**src/rtl/tdpram_bwe_clr_pkg.sv**
```systemverilog
// Shared types and helpers for the BPU table RAM and its clear sequencer.
package tdpram_pkg;

    typedef enum logic {
        RDW_READ_FIRST  = 1'b0,
        RDW_WRITE_FIRST = 1'b1
    } rdw_mode_e;

    typedef enum logic {
        CLR_IDLE = 1'b0,
        CLR_RUN  = 1'b1
    } clr_state_e;

    function automatic int nb(input int data_width, input int byte_width);
        return data_width / byte_width;
    endfunction

endpackage

```
**src/rtl/tdpram_clr_ctrl.sv**
```systemverilog
// Clear sequencer: walks the table two entries per cycle (one per RAM port) and
// holds ready low until every entry has been written with the clear value.
module tdpram_clr_ctrl
    import tdpram_pkg::*;
#(
    parameter int ADDR_WIDTH   = 6,
    parameter bit CLR_ON_RESET = 1'b1
) (
    input  logic                  clk,
    input  logic                  rst_n,
    input  logic                  clr_req,
    output logic                  ready,
    output logic [ADDR_WIDTH-1:0] clr_addr_a,
    output logic [ADDR_WIDTH-1:0] clr_addr_b,
    output logic                  clr_wr,
    output clr_state_e            state
);

    // Even address of the final pair (DEPTH-2); cnt only ever holds even values.
    localparam logic [ADDR_WIDTH-1:0] LAST = ~ADDR_WIDTH'(1);

    logic [ADDR_WIDTH-1:0] cnt;

    always_ff @(posedge clk or negedge rst_n) begin
        if (!rst_n) begin
            state <= CLR_ON_RESET ? CLR_RUN : CLR_IDLE;
            ready <= !CLR_ON_RESET;
            cnt   <= '0;
        end else begin
            case (state)
                CLR_IDLE: begin
                    if (clr_req) begin
                        state <= CLR_RUN;
                        ready <= 1'b0;
                        cnt   <= '0;
                    end
                end
                CLR_RUN: begin
                    cnt <= cnt + ADDR_WIDTH'(2);
                    if (cnt == LAST) begin
                        state <= CLR_IDLE;
                        ready <= 1'b1;
                    end
                end
                default: begin
                    state <= CLR_IDLE;
                    ready <= 1'b1;
                end
            endcase
        end
    end

    assign clr_addr_a = cnt;
    assign clr_addr_b = cnt | ADDR_WIDTH'(1);
    assign clr_wr     = (state == CLR_RUN);

endmodule

```
**src/rtl/tdpram_bwe_clr.sv**
```systemverilog
// True dual-port byte-write RAM for BPU tables with selectable read-during-write
// behaviour, optional output register and a built-in full-table clear.
module tdpram_bwe_clr
    import tdpram_pkg::*;
#(
    parameter int                    DATA_WIDTH   = 32,
    parameter int                    BYTE_WIDTH   = 8,
    parameter int                    ADDR_WIDTH   = 6,
    parameter int                    OUT_REG      = 0,
    parameter int                    RDW_MODE     = 0,
    parameter logic [DATA_WIDTH-1:0] CLR_VALUE    = '0,
    parameter bit                    CLR_ON_RESET = 1'b1,
    localparam int                   NB           = nb(DATA_WIDTH, BYTE_WIDTH)
) (
    input  logic                  clk,
    input  logic                  rst_n,
    input  logic                  clr_req,
    output logic                  ready,
    input  logic                  ena,
    input  logic [NB-1:0]         wea,
    input  logic [ADDR_WIDTH-1:0] addra,
    input  logic [DATA_WIDTH-1:0] dina,
    output logic [DATA_WIDTH-1:0] douta,
    output logic                  rvalida,
    input  logic                  enb,
    input  logic [NB-1:0]         web,
    input  logic [ADDR_WIDTH-1:0] addrb,
    input  logic [DATA_WIDTH-1:0] dinb,
    output logic [DATA_WIDTH-1:0] doutb,
    output logic                  rvalidb
);

    localparam int DEPTH = 1 << ADDR_WIDTH;

    if (DATA_WIDTH % BYTE_WIDTH != 0) begin : g_bad_width
        $error("tdpram_bwe_clr: DATA_WIDTH must be a multiple of BYTE_WIDTH");
    end

    logic [ADDR_WIDTH-1:0] clr_addr_a;
    logic [ADDR_WIDTH-1:0] clr_addr_b;
    logic                  clr_wr;
    clr_state_e            clr_state;

    tdpram_clr_ctrl #(
        .ADDR_WIDTH   (ADDR_WIDTH),
        .CLR_ON_RESET (CLR_ON_RESET)
    ) u_clr_ctrl (
        .clk        (clk),
        .rst_n      (rst_n),
        .clr_req    (clr_req),
        .ready      (ready),
        .clr_addr_a (clr_addr_a),
        .clr_addr_b (clr_addr_b),
        .clr_wr     (clr_wr),
        .state      (clr_state)
    );

    logic [DATA_WIDTH-1:0] mem [DEPTH];

    logic          acc_a, acc_b;
    logic [NB-1:0] wr_a, wr_b;
    logic          same_addr;

    // ready is low for the whole clear, which also blocks user traffic.
    assign acc_a     = ena & ready & (clr_state == CLR_IDLE);
    assign acc_b     = enb & ready & (clr_state == CLR_IDLE);
    assign wr_a      = acc_a ? wea : '0;
    assign wr_b      = acc_b ? web : '0;
    assign same_addr = (addra == addrb);

    // Port A is written after port B so it owns any lane both ports hit.
    always_ff @(posedge clk) begin
        if (clr_wr) begin
            mem[clr_addr_a] <= CLR_VALUE;
            mem[clr_addr_b] <= CLR_VALUE;
        end else begin
            for (int i = 0; i < NB; i++) begin
                if (wr_b[i]) mem[addrb][i*BYTE_WIDTH +: BYTE_WIDTH] <= dinb[i*BYTE_WIDTH +: BYTE_WIDTH];
                if (wr_a[i]) mem[addra][i*BYTE_WIDTH +: BYTE_WIDTH] <= dina[i*BYTE_WIDTH +: BYTE_WIDTH];
            end
        end
    end

    logic [DATA_WIDTH-1:0] rd_a, rd_b;

    always_comb begin
        rd_a = mem[addra];
        rd_b = mem[addrb];
        if (RDW_MODE == int'(RDW_WRITE_FIRST)) begin
            for (int i = 0; i < NB; i++) begin
                if (wr_b[i] && same_addr) rd_a[i*BYTE_WIDTH +: BYTE_WIDTH] = dinb[i*BYTE_WIDTH +: BYTE_WIDTH];
                if (wr_a[i])              rd_a[i*BYTE_WIDTH +: BYTE_WIDTH] = dina[i*BYTE_WIDTH +: BYTE_WIDTH];
                if (wr_a[i] && same_addr) rd_b[i*BYTE_WIDTH +: BYTE_WIDTH] = dina[i*BYTE_WIDTH +: BYTE_WIDTH];
                else if (wr_b[i])         rd_b[i*BYTE_WIDTH +: BYTE_WIDTH] = dinb[i*BYTE_WIDTH +: BYTE_WIDTH];
            end
        end
    end

    logic [DATA_WIDTH-1:0] dout1_a, dout1_b;
    logic                  rv1_a, rv1_b;

    always_ff @(posedge clk or negedge rst_n) begin
        if (!rst_n) begin
            dout1_a <= '0;
            dout1_b <= '0;
            rv1_a   <= 1'b0;
            rv1_b   <= 1'b0;
        end else begin
            dout1_a <= acc_a ? rd_a : '0;
            dout1_b <= acc_b ? rd_b : '0;
            rv1_a   <= acc_a;
            rv1_b   <= acc_b;
        end
    end

    if (OUT_REG != 0) begin : g_out_reg
        logic [DATA_WIDTH-1:0] dout2_a, dout2_b;
        logic                  rv2_a, rv2_b;

        always_ff @(posedge clk or negedge rst_n) begin
            if (!rst_n) begin
                dout2_a <= '0;
                dout2_b <= '0;
                rv2_a   <= 1'b0;
                rv2_b   <= 1'b0;
            end else begin
                dout2_a <= dout1_a;
                dout2_b <= dout1_b;
                rv2_a   <= rv1_a;
                rv2_b   <= rv1_b;
            end
        end

        assign douta   = dout2_a;
        assign doutb   = dout2_b;
        assign rvalida = rv2_a;
        assign rvalidb = rv2_b;
    end else begin : g_no_out_reg
        assign douta   = dout1_a;
        assign doutb   = dout1_b;
        assign rvalida = rv1_a;
        assign rvalidb = rv1_b;
    end

endmodule

```
**config.mk**
```make
export PLATFORM = sky130hd
export DESIGN_NAME = tdpram_bwe_clr
export DESIGN_NICKNAME = d
export VERILOG_FILES = /design/src/rtl/tdpram_bwe_clr_pkg.sv /design/src/rtl/tdpram_clr_ctrl.sv /design/src/rtl/tdpram_bwe_clr.sv
export SDC_FILE = /design/constraint.sdc
export NUM_CORES = 2
export LEC_CHECK = 0
export BUFFER_PORTS_ARGS = -buffer_cell sky130_fd_sc_hd__buf_2
export CORE_UTILIZATION = 50
export CTS_BUF_LIST = sky130_fd_sc_hd__clkbuf_2
export CTS_CLUSTER_DIAMETER = 150
export DETAILED_ROUTE_END_ITERATION = 8
export PLACE_DENSITY = 0.66
export SLEW_MARGIN = 5
export SYNTH_ARGS = -nofsm -noshare
export SYNTH_HDL_FRONTEND = slang
export SYNTH_SLANG_ARGS = --single-unit
```
**constraint.sdc**
```tcl
create_clock -name clk -period 3.15 [get_ports clk]
set_input_delay 0.1575 -clock clk [delete_from_list [all_inputs] [get_ports clk]]
set_output_delay 0.1575 -clock clk [all_outputs]
set_load 0.005 [all_outputs]
```
==> results_dict.tcl <==
set metrics [dict create \
    status "finished, violations left" \
    failed_checks "capacitance limit, slew limit, setup timing" \
    period_share_pct 104 \
    max_cap_violations 2 \
    clockBufferDepth 4 \
    dp_hpwl_mm 358 \
    path_max_fanout 26 \
    synthDistinctLibCells 74 \
    vias_per_cell 7.09 \
    cts.htree.levels 6 \
    grt_pass1_vias 91534 \
    worst_pin_slew_ns 1.57 \
    min_path_type "input pin to flip-flop" \
    core_area_um2 246000 \
    nets 9365 \
    gp_congestion 1.02 \
    ctsRootBufferMaster "clkbuf_2" \
    cts_buffers 594 \
    crit_required_ns 4.93 \
    path_cells "buf_4, nand3b_4, or2_4, buf_12, nor2_1, a21oi_2, buf_4, nor3_2, o21bai_1, buf_12" \
    vdd.ir_drop.worst_mv 0.364 \
    drc 0 \
    syn_area_um2 124000 \
    slew_headroom_pct -4.80 \
    fin_setup_tns_ns -2.12 \
    cp-start-kind "flip-flop" \
    antenna_found_initial 52 \
    ys_seq_area_share_pct 51.1 \
    drive_gt1_share_pct 38.9 \
    die_area_um2 250000 \
    die_w_um 500 \
    grt_pass1_wl_mm 725 \
    clk_latency_ns 2.21 \
    grt_util_all_layers_pct 41.8 \
    avgSynthCellArea_um2 15.7 \
    cts_tree "done" \
    fmax_ghz 0.305 \
    drtPass1Iterations 9 \
    finalSetupViolCount 52 \
    fin_ws_ns -0.134 \
    period_needed_ns 3.28 \
    port_buffers 155 \
    crit_type "flip-flop to flip-flop" \
    slew_violations 34 \
    area_growth_pct 17.8 \
    clock-sinks 2121 \
    totalPowerFinal_mw 81.6 \
    synthCells 7899 \
    yosys_warnings 0 \
    drt.antenna.violating_nets 0 \
    die_h_um 500 \
    rsz0062_at_grt "true" \
    cellPowerDensity_nw_per_um2 559 \
    wirelength_mm 525 \
    ios 156 \
    cts.clk_slew.worst_paths_ns 0.09 \
    slowest_delay_ns 0.63 \
    finalHoldViolCount 0 \
    grt_max_degree 65 \
    post_drt_wl_per_cell_um 40.3 \
    synth-async-reset-ratio_pct 3.44 \
    ys_ff_latch 2121 \
    vias 92467 \
    synth-main-ff-cell "edfxtp_1" \
    grt_overflow 0 \
    cp-end-kind "flip-flop" \
    drtIter0Drc 14268 \
    initial_core_util_pct 50.4 \
    rows 182 \
    synth_nets 7989 \
    cp_slowest_cell "nor3_2" \
    finClkSkew_ns 0.204 \
    arrival_ns 5.06 \
    power.leakage_nw 57.9 \
    synth_edf_count 2048 \
]
power by group:
part / leakage (nW) / internal [mW] / switching, mW
combinational: 33.8 / 9.19 / 15.6
clock: 4.01 / 8.14 / 12.8
sequential: 20.1 / 34.4 / 1.47
stage by stage:
stage               area (um2)  hold WS [ns]  std cells  setup slack (ns)  util [%]
floorplan               124000        -0.138       7899             0.243         -
global placement        137000         0.307      11680            -0.305      55.8
detailed placement      137000         0.316      11680            -0.301      55.8
CTS                     146000        0.0138      13000           0.00505      59.2
global route            146000        0.0624      13015           -0.0500      59.3
finish                  146000        0.0668      13041            -0.134      59.3
repair_timing:
item                                    in CTS  in global routing
pin swaps                                    0                  3
hold endpoints to repair                  4242                 33
gates resized for setup                     12                 25
hold buffers                               304                  1
buffers inserted                             0                  7
endpoints found under the setup margin     135                484
sequential cells by signal (all words and copies together), names as in the netlist:
name	flops
u_clr_ctrl.clr_addr_a	5
u_clr_ctrl.clr_wr	1
u_clr_ctrl.ready	1
douta	32
doutb	32
rvalidb	1
mem	2048
rvalida	1
cells by family after synthesis:
kind of cell | after synthesis | share of synthesized area, %
xor gates and xnor gates | 3 | 0.0212
DFF | 2121 | 51.1
and+or+nand+nor | 772 | 3.51
AOI/OAI and AO/OA | 735 | 3.91
adders and majority gates | 1 | 0.0101
muxes | 3397 | 38.6
buffers and inverters | 870 | 2.89
layout make-up:
type	count	area (um2)
fill	19145	100000
sequential	2121	63300
multi-input combinational	4908	57800
timing repair buffer	1641	15300
clock buffer	841	4210
tap	3312	4140
clock inverter	175	1030
antenna	34	85.1
inverter	9	46.3
critical path: cells and delay by family, from the launching register on:
kind	cells	cell delay, ns
flip-flops	1	0.44
AO/OA/AOI/OAI	2	0.44
AND/OR/NAND/NOR	4	1.27
buffers and inverters	4	0.74
synth_stat cells (10+ instances only):
cell	number	area, um2
a22oi_1	91	683
nor3_1	52	260
clkbuf_1	565	2120
mux2i_1	2265	22700
nor2_1	63	236
nor2b_1	25	156
a31oi_2	11	138
buf_1	92	345
nor2_2	75	469
a31oi_1	21	131
nand2_4	49	552
o22ai_1	127	795
o211ai_1	19	143
nand3_1	90	450
a221oi_1	20	175
nand2_1	251	942
buf_2	183	916
mux2_2	32	360
a211oi_1	33	248
o21ai_0	242	1210
nand2_2	52	325
dfrtp_1	72	1800
a21oi_1	79	395
nor2_4	34	383
o221ai_1	10	87.6
and2_1	16	100
edfxtp_1	2048	61500
nand2b_1	21	131
mux4_2	1100	24800
o21bai_1	20	150
buf_4	17	128
path summary, 6_finish.rpt:
kind                                    end  depth (start not counted)  slack, ns         startpoint
hold / removal                    doutb[27]                          8       0.07                enb
max in group asynchronous         doutb[31]                          7       2.18              rst_n
setup / recovery                 mem[5][11]                         10      -0.13   u_clr_ctrl.ready
hold reg to reg            u_clr_ctrl.ready                          2       0.64  u_clr_ctrl.clr_wr
min in group asynchronous          douta[6]                          6       0.17              rst_n
setup reg to reg                 mem[5][11]                         10      -0.13   u_clr_ctrl.ready
layer usage:
| layer | GRT usage, % | vias to the layer above | part of all wire [%] |
|---|---|---|---|
| met5 | 0.289 | - | 0.075 |
| met4 | 26.9 | 36 | 7.6 |
| met3 | 15.3 | 1719 | 15 |
| met2 | 60.7 | 7846 | 43 |
| met1 | 52.8 | 47404 | 34 |
| li1 | - | 35462 | - |
cells in the final DEF (no fill, tap or decap), types with 119 or more instances in the layout:
master / instances
clkbuf_2: 841
nand2_1: 183
dlygate4sd3_1: 295
buf_4: 990
mux4_2: 1100
buf_12: 196
clkinv_1: 119
buf_2: 144
mux2i_1: 2264
o21ai_0: 236
edfxtp_1: 2048
o22ai_1: 119
(Power assumes the default switching activity.)
